$ cat src/rtl/hack_cpu.sv
// ---------------------------------------------------------------------------
// hack_cpu
//
// Hack-architecture CPU core. Fetches 16-bit instructions from a boot ROM
// and executes each one in a fixed FETCH -> DECODE -> EXECUTE sequence. The
// three states absorb the one-cycle read latency of both the instruction ROM
// and the data memory:
//   FETCH   : ROM address = pc. The ROM returns the word on the next edge.
//   DECODE  : ir captures the ROM word. The data memory address (A) is
//             presented, so the M operand is ready in EXECUTE.
//   EXECUTE : ALU evaluation, register/memory writes and the pc update.
// The core only advances when clken and rom_ready are both high. It stays
// parked at pc 0 until the ROM has finished loading.
//
// Ports
//   clk          in   1  system clock
//   reset        in   1  asynchronous active-high reset
//   clken        in   1  global clock enable; all state holds while low
//   rom_ready    in   1  ROM load complete; the core is frozen while low
//   rom_address  out 16  {1'b0, pc}
//   instruction  in  16  ROM read data, one cycle after the address
//   mem_address  out 15  data memory address = A[14:0]
//   mem_rdata    in  16  data memory read data, one cycle after the address
//   mem_wdata    out 16  ALU result
//   mem_write    out  1  data memory write strobe (EXECUTE only)
//   pc           out 15  program counter, for debug
// ---------------------------------------------------------------------------
module hack_cpu (
    input  logic        clk,
    input  logic        reset,
    input  logic        clken,
    input  logic        rom_ready,
    output logic [15:0] rom_address,
    input  logic [15:0] instruction,
    output logic [14:0] mem_address,
    input  logic [15:0] mem_rdata,
    output logic [15:0] mem_wdata,
    output logic        mem_write,
    output logic [14:0] pc
);

    typedef enum logic [1:0] {
        ST_FETCH   = 2'd0,
        ST_DECODE  = 2'd1,
        ST_EXECUTE = 2'd2
    } state_t;

    // Hack ALU. ctl = {zx, nx, zy, ny, f, no}; the steps are applied in order.
    function automatic logic [15:0] hack_alu(
        input logic [15:0] x_in,
        input logic [15:0] y_in,
        input logic [5:0]  ctl
    );
        logic [15:0] x_v;
        logic [15:0] y_v;
        logic [15:0] o_v;
        x_v = ctl[5] ? 16'h0000 : x_in;
        x_v = ctl[4] ? ~x_v     : x_v;
        y_v = ctl[3] ? 16'h0000 : y_in;
        y_v = ctl[2] ? ~y_v     : y_v;
        // Carry out of bit 15 is dropped: 16-bit modular add.
        o_v = ctl[1] ? (x_v + y_v) : (x_v & y_v);
        o_v = ctl[0] ? ~o_v : o_v;
        return o_v;
    endfunction

    // Architectural state
    state_t      state_r;
    state_t      state_next_s;
    logic [14:0] pc_r;
    logic [15:0] a_r;
    logic [15:0] d_r;
    logic [15:0] ir_r;

    // Control and decode
    logic        go_s;
    logic        is_c_s;
    logic        sel_m_s;
    logic [5:0]  alu_ctl_s;
    logic        dest_a_s;
    logic        dest_d_s;
    logic        dest_m_s;
    logic [2:0]  jmp_s;
    logic [15:0] alu_y_s;
    logic [15:0] alu_out_s;
    logic        zr_s;
    logic        ng_s;
    logic        jump_s;
    logic [14:0] pc_inc_s;
    logic        mem_write_s;
    // ir[14:13] have no meaning in a C-instruction; folded here so the
    // unused bits are visibly accounted for.
    logic        ir_unused_s;

    assign go_s        = clken & rom_ready;

    assign is_c_s      = ir_r[15];
    assign sel_m_s     = ir_r[12];
    assign alu_ctl_s   = ir_r[11:6];
    assign dest_a_s    = ir_r[5];
    assign dest_d_s    = ir_r[4];
    assign dest_m_s    = ir_r[3];
    assign jmp_s       = ir_r[2:0];
    assign ir_unused_s = ^ir_r[14:13];

    assign alu_y_s     = sel_m_s ? mem_rdata : a_r;
    assign alu_out_s   = hack_alu(d_r, alu_y_s, alu_ctl_s);
    assign zr_s        = (alu_out_s == 16'h0000);
    assign ng_s        = alu_out_s[15];
    assign jump_s      = (jmp_s[2] & ng_s) | (jmp_s[1] & zr_s) | (jmp_s[0] & ~zr_s & ~ng_s);
    // 15-bit increment wraps 0x7FFF -> 0x0000 naturally.
    assign pc_inc_s    = pc_r + 15'd1;

    // FSM state register: advances only on a go cycle.
    always_ff @(posedge clk or posedge reset) begin
        if (reset) begin
            state_r <= ST_FETCH;
        end else if (go_s) begin
            state_r <= state_next_s;
        end
    end

    // FSM next-state logic: fixed three-step cycle per instruction.
    always_comb begin
        state_next_s = ST_FETCH;
        case (state_r)
            ST_FETCH:   state_next_s = ST_DECODE;
            ST_DECODE:  state_next_s = ST_EXECUTE;
            ST_EXECUTE: state_next_s = ST_FETCH;
            default:    state_next_s = ST_FETCH;
        endcase
    end

    // FSM output logic: the write strobe exists only in a go cycle of EXECUTE
    // for a C-instruction with d3 set. Because state_r is cleared
    // asynchronously, a reset during EXECUTE drops the strobe at once.
    always_comb begin
        mem_write_s = 1'b0;
        if ((state_r == ST_EXECUTE) && is_c_s && dest_m_s && go_s) begin
            mem_write_s = 1'b1;
        end else begin
            mem_write_s = 1'b0;
        end
    end

    // Instruction register: captures the ROM word at the DECODE edge.
    always_ff @(posedge clk or posedge reset) begin
        if (reset) begin
            ir_r <= 16'h0000;
        end else if (go_s && (state_r == ST_DECODE)) begin
            ir_r <= instruction;
        end
    end

    // A, D and pc update at the EXECUTE edge. The jump target and the memory
    // address both use the A value from before this edge, since A is only
    // replaced by the non-blocking update below.
    always_ff @(posedge clk or posedge reset) begin
        if (reset) begin
            a_r  <= 16'h0000;
            d_r  <= 16'h0000;
            pc_r <= 15'd0;
        end else if (go_s && (state_r == ST_EXECUTE)) begin
            if (!is_c_s) begin
                a_r  <= {1'b0, ir_r[14:0]};
                pc_r <= pc_inc_s;
            end else begin
                if (dest_a_s) begin
                    a_r <= alu_out_s;
                end
                if (dest_d_s) begin
                    d_r <= alu_out_s;
                end
                pc_r <= jump_s ? a_r[14:0] : pc_inc_s;
            end
        end
    end

    assign rom_address = {1'b0, pc_r};
    assign mem_address = a_r[14:0];
    assign mem_wdata   = alu_out_s;
    assign mem_write   = mem_write_s;
    assign pc          = pc_r;

endmodule

$ cat config.mk
export PLATFORM = sky130hd
export DESIGN_NAME = hack_cpu
export DESIGN_NICKNAME = d
export VERILOG_FILES = /design/src/rtl/hack_cpu.sv
export SDC_FILE = /design/constraint.sdc
export NUM_CORES = 1
export LEC_CHECK = 0
export BUFFER_PORTS_ARGS = -buffer_cell sky130_fd_sc_hd__buf_2
export CELL_PAD_IN_SITES_DETAIL_PLACEMENT = 1
export CELL_PAD_IN_SITES_GLOBAL_PLACEMENT = 1
export CORE_ASPECT_RATIO = 0.9
export CORE_UTILIZATION = 38
export DETAILED_ROUTE_END_ITERATION = 16
export GPL_TIMING_DRIVEN = 0
export PLACE_DENSITY = 0.83
export SLEW_MARGIN = 20
export SYNTH_ARGS = -nofsm -noshare
export SYNTH_HDL_FRONTEND = slang
export SYNTH_SLANG_ARGS = --single-unit
$ cat constraint.sdc
create_clock -name clk -period 4.9 [get_ports clk]
set_input_delay 0.245 -clock clk [delete_from_list [all_inputs] [get_ports clk]]
set_output_delay 0.245 -clock clk [all_outputs]
set_load 0.01 [all_outputs]
; ---- Word level (Yosys, flattened, before mapping)
; Cells that the tools add are included.
[op_classes]
n_addsub = 2
eq_ne = 3
mux = 13
n_bitwise = 13
reduce_logical = 9
[op_table]
columns = cell, count
row1 = 16-bit 2-to-1 mux, 9
row2 = 16-bit inverter, 3
row3 = 15-bit 2-to-1 mux, 2
row4 = 16-bit adder, 1
row5 = 16-bit AND, 1
row6 = 16-bit logical NOT, 1
row7 = "15-bit by 1-bit adder with 15-bit output, second input constant", 1
row8 = 1-bit AND, 5
row9 = 1-bit logical AND, 5
row10 = 2-bit one-hot mux with 2 select lines, 1
row11 = 3-bit AND reduction, 1
row12 = "2-bit by 1-bit equality test with 1-bit output, second input constant", 1
row13 = "2-bit equality test, second input constant", 1
row14 = 2-bit logical NOT, 1
row15 = "2-bit inequality test, second input constant", 1
row16 = 1-bit inverter, 2
row17 = 1-bit bitwise OR, 2
row18 = 2-bit AND reduction, 1
row19 = 1-bit 2-to-1 mux, 1
[totals]
register_bits = 65
inputBits = 36
output_inout_bits = 63
wordCells = 45

; ---- Logic depth before layout (Yosys ltp)
[logic_depth]
ltp_word = 15
mapped_depth = 20
depth_no_buf = 17

; ---- Worst setup path before layout
; OpenSTA, ideal clock, no wires.
[synth_timing]
path_kind = register -> register
startpoint = reg ir_r[12]
endpoint = reg pc_r[7] (netlist: pc[7])
setup_time_ps = 124
t_arrival_ps = 4743
required_time_ps = 4776
path_slack_ps = 33
path_stages_with_launch = 21
path_buffers = 5
synth_period_minus_slack_ps = 4867
path_cell_list = dfrtp_1 clkbuf_1 clkbuf_1 mux2i_1 nor2_1 xor2_1 ha_1 clkbuf_1 and4_1 and4_1 o31a_1 o21a_1 a21oi_1 a31o_2 a2111o_1 or4b_1 a31oi_1 buf_4 buf_12 a21oi_1 a211o_1
[synth_between]
elab_chain_len = 15
elab_cells_between_ends = 20
[synth_rtl]
columns = item, line
row1 = "start, declared", 73  ; logic [15:0] ir_r;
row2 = "start signal, assigned", 151  ; ir_r <= instruction;
row3 = 16-bit 2-to-1 mux *, 106  ; assign alu_y_s = sel_m_s ? mem_rdata : a_r;
row4 = 16-bit 2-to-1 mux *, 59  ; y_v = ctl[3] ? 16'h0000 : y_in;
row5 = 16-bit inverter, 60  ; y_v = ctl[2] ? ~y_v : y_v;
row6 = 16-bit 2-to-1 mux *, 60
row7 = 16-bit adder / 16-bit AND (equally long branches), 62  ; o_v = ctl[1] ? (x_v + y_v) : (x_v & y_v);
row8 = 16-bit 2-to-1 mux *, 62
row9 = 16-bit inverter, 63  ; o_v = ctl[0] ? ~o_v : o_v;
row10 = 16-bit 2-to-1 mux *, 63
row11 = 16-bit logical NOT, 108  ; assign zr_s = (alu_out_s == 16'h0000);
row12 = 1-bit inverter, 110  ; assign jump_s = (jmp_s[2] & ng_s) | (jmp_s[1] & zr_s) | (jmp_s[0] & ~zr_s & ~ng_s);
row13 = 1-bit AND (2 in a row), 110
row14 = 1-bit bitwise OR *, 110
row15 = 15-bit 2-to-1 mux *, 174  ; pc_r <= jump_s ? a_r[14:0] : pc_inc_s;
row16 = 15-bit 2-to-1 mux *, 164  ; if (!is_c_s) begin
row17 = "end signal, assigned", 166  ; pc_r <= pc_inc_s;
row18 = "end signal, assigned", 174
row19 = "end, declared", 70  ; logic [14:0] pc_r;
; Mark *: on every way between the ends. The rest lies on a longest branch, timed or not.
; A chain may end at the register's enable or synchronous reset.

; ---- Worst setup path in the final report
[layout_timing]
startpoint = reg ir_r[12]
endpoint = reg pc_r[11] (netlist: pc[11])
; The elaborated chain is that of the path after synthesis.

==> PnR_summary.wiki <==
{| class="wikitable"
! Metric !! Value
|-
| Result of the run || complete, no violations
|-
| Die height || 113.9 µm
|-
| Initial cell density of the core || 39.29%
|-
| Number of buffers on the longest clock path || 2
|-
| Number of top-level pins || roughly 100
|-
| Category of the worst setup path capture point || flip-flop
|-
| Unrepaired setup endpoints after global routing || yes
|-
| Total half-perimeter wirelength after legalization and detailed placement || 13890 µm
|-
| Number of optimization iterations in the first detailed-route pass || 4
|-
| R2r endpoint || pc[11]
|-
| Die boundary width || 126.4 µm
|-
| Hold-critical path depth || 2
|-
| Die footprint || 14400 µm²
|-
| Total length of routed wires || 18820 µm
|-
| Routed length per instance || around 21 µm
|-
| Most common flop cell mapped by yosys || dfrtp_1
|-
| Count of cells along the worst register-to-register path || 20
|-
| Required @ worst endpoint || 5.11 ns
|-
| Row count || 40
|-
| TritonCTS clock tree || built
|-
| Initial detailed-routing violation count || ~380
|-
| Final hold slack || 0.1391 ns
|-
| Hold WC Path Type || input port to flip-flop
|-
| Reg-to-reg critical path startpoint || ir_r[12]
|-
| Clock latency reported for the late side of the worst-skew pair || 0.34 ns
|-
| Highest fanout seen on the critical path || 5
|-
| Number of H-tree levels || 3
|-
| Share of final-layout standard cells stronger than drive strength 1 || 30.14%
|-
| Routability cong. || approximately 0.90
|-
| Leading cell types in the layout, fill and taps excluded || buf_2 (100), dfrtp_1 (63), nand2_1 (49)
|-
| Master cell of the clock root buffer || clkbuf_16
|-
| Total clock sinks || 65
|-
| Library cells used by synthesis || 56
|-
| Post-synth net total || 663
|-
| Final period util || 99.62%
|-
| Worst Hold Endpoint || ir_r[6]
|-
| Largest net degree at the start of global routing || 47
|-
| Headroom to the max-slew limit || 42.03%
|-
| Drc violations || 0
|-
| Wire length of the first global-routing pass || 29360 µm
|-
| Post-synthesis instance area || 5290 µm²
|-
| Data arrival time of the critical path || 5.10 ns
|-
| Clock period minus worst slack || approximately 4.9 ns
|-
| Grt total ovfl || 0
|-
| Number of warnings issued by yosys || 0
|-
| Number of antenna repair diodes || 0
|-
| Number of antenna violations at the first check in global routing || 0
|-
| Reported max-cap violation count || 0
|-
| GRT Overall Usage || about a quarter
|-
| Hold violation total from the final report || 0
|-
| Number of input and output port buffers inserted || 97
|-
| Residual antenna-violating net count after detailed routing || 0
|-
| Slew at the pin closest to its max-slew limit || 0.8695 ns
|-
| Number of enable flip-flop cells after synthesis || 0
|-
| Beginning of the worst hold path || instruction[6]
|-
| Number of buffers inserted during clock tree synthesis || 9
|-
| Cell count after synthesis || 609
|-
| Count of final max-slew check failures || 0
|-
| Proportion of synthesized chip area in sequential cells || 30.75%
|-
| Synthesized area divided by synthesized cell count || 8.686 µm²
|-
| Flip-flop and latch count after synthesis || 65
|-
| Reg2Reg Setup Slack || 0.02 ns
|-
| Max Freq || 204.9 MHz
|-
| Standard cell core area || 13460 µm²
|-
| Category of the worst setup path launch point || flip-flop
|-
| Number of vias after detailed routing || 5194
|-
| Via count of the first global-routing pass || 5372
|-
| Final Setup Violations || 0
|-
| Worst Skew || roughly 0.0076 ns
|-
| Nets@finish || roughly 800
|-
| Most common cell after layout, fill and taps aside || buf_2
|-
| Area growth, synth to finish || 23.72%
|-
| Post-detailed-route via-to-cell ratio || roughly 5.8
|-
| Reg clk slew, reported paths || approximately 0.05 ns
|-
| Setup Crit Path Kind || flip-flop to flip-flop
|-
| Share of flip-flops with an asynchronous set or reset after synthesis || 100.0%
|}
-- cell type report --
type / instances / area [µm²]
fill: 1614 / 6918
timing repair buffer: 113 / 653.1
multi-input combinational: 454 / 3277
clock inverter: 5 / 81.33
tap: 168 / 210.2
inverter: 21 / 81.33
sequential: 65 / 1629
buffer: 62 / 384.1
clock buffer: 10 / 229.0
-- cells by family (layout without fill, tap and decap cells) --
kind of cell | count (synthesis) | in the layout | share of synthesized area [%]
AND/OR/NAND/NOR | 180 | 180 | 16.79
multiplexers | 70 | 70 | 13.95
XOR/XNOR | 50 | 50 | 8.278
other | 1 | 1 | 0.07089
AO/OA/AOI/OAI | 135 | 135 | 16.77
flip-flops | 65 | 65 | 30.75
buffers and inverters | 90 | 211 | 8.988
adder cells (fa/ha/maj) | 18 | 18 | 4.399
-- sequential cells by signal, summed over array words and instances (netlist names) --
| name | flops |
|---|---|
| pc | 15 |
| a_r | 16 |
| d_r | 16 |
| ir_r | 16 |
| state_r | 2 |
-- worst max-delay path, cell delays in order (launching register included) --
cell and delay [ns]:
dfrtp_2 0.46, mux2i_1 0.15, nor2_1 0.14, xor2_1 0.19
ha_2 0.25, inv_2 0.05, fa_2 0.38, nor2b_4 0.13
o31a_1 0.24, buf_4 0.16, o211ai_1 0.11, a311o_1 0.35
a211oi_2 0.18, o211ai_1 0.14, a2111o_1 0.40, or4b_4 0.55
a31oi_4 0.23, buf_6 0.17, buf_6 0.13, nor3_4 0.03
a311o_1 0.31
-- worst max-delay path by stage --
stage	startpoint	end	slack, ns	cells after the start
3_3_place_gp	ir_r[12]	pc[4]	-0.72	20
6_report	ir_r[12]	pc[11]	0.02	20
4_1_cts	ir_r[12]	pc[4]	0.0003	19
3_5_place_dp	ir_r[12]	pc[9]	-0.86	20
5_1_grt	ir_r[12]	pc[2]	-0.17	20
2_1_floorplan	ir_r[12]	pc[7]	0.03	20
-- through the flow --
stage / std cells / area (µm²) / setup TNS [ns] / setup slack (ns) / util [%]
after floorplan: 609 / 5290 / 0 / 0.03262 / -
after global placement: 874 / 5986 / -9.928 / -0.7237 / 44.46
after detailed placement: 875 / 6016 / -11.61 / -0.8555 / 44.68
after CTS: 894 / 6390 / 0 / 0.0003340 / 47.46
after global routing: 898 / 6545 / -2.011 / -0.1711 / 48.62
final: 898 / 6545 / 0 / 0.01867 / 48.62
-- synthesized netlist by cell type, drive strengths merged (12+ instances only) --
cell | count | area (µm²)
o21ai | 37 | 185.2
ha | 17 | 212.7
dfrtp | 65 | 1627
inv | 21 | 78.83
mux2 | 30 | 337.8
nand2 | 49 | 183.9
nand2b | 17 | 106.4
nor3 | 12 | 60.06
xor2 | 16 | 140.1
xnor2 | 34 | 297.8
nor2 | 46 | 172.7
mux2i | 40 | 400.4
clkbuf | 31 | 116.4
buf | 38 | 280.3
a21oi | 30 | 150.1
nand3 | 14 | 70.07
-- timing repair --
item / 4_1_cts / 5_1_grt
setup buffers: 8 / 5
gates resized for setup: 8 / 29
gates cloned: 0 / 1
hold buffers: 1 / 0
pin swaps: 3 / 17
endpoints found under the setup margin: 16 / 15
endpoints found under the hold margin: 19 / 0
-- metal layers --
layer / wire [µm] / track usage, % / vias up / part of all wire [%]
met4: 308 / 7.149 / 0 / 1.6
met1: 8527 / 35.17 / 2626 / 45
met2: 9132 / 45.01 / 170 / 49
li1: - / - / 2369 / -
met3: 855 / 4.315 / 29 / 4.5
met5: 0 / 0 / - / 0
Power is left out: the tool's default activity adds up to more than one toggle a clock period on the data nets, which glitch-free logic cannot reach.
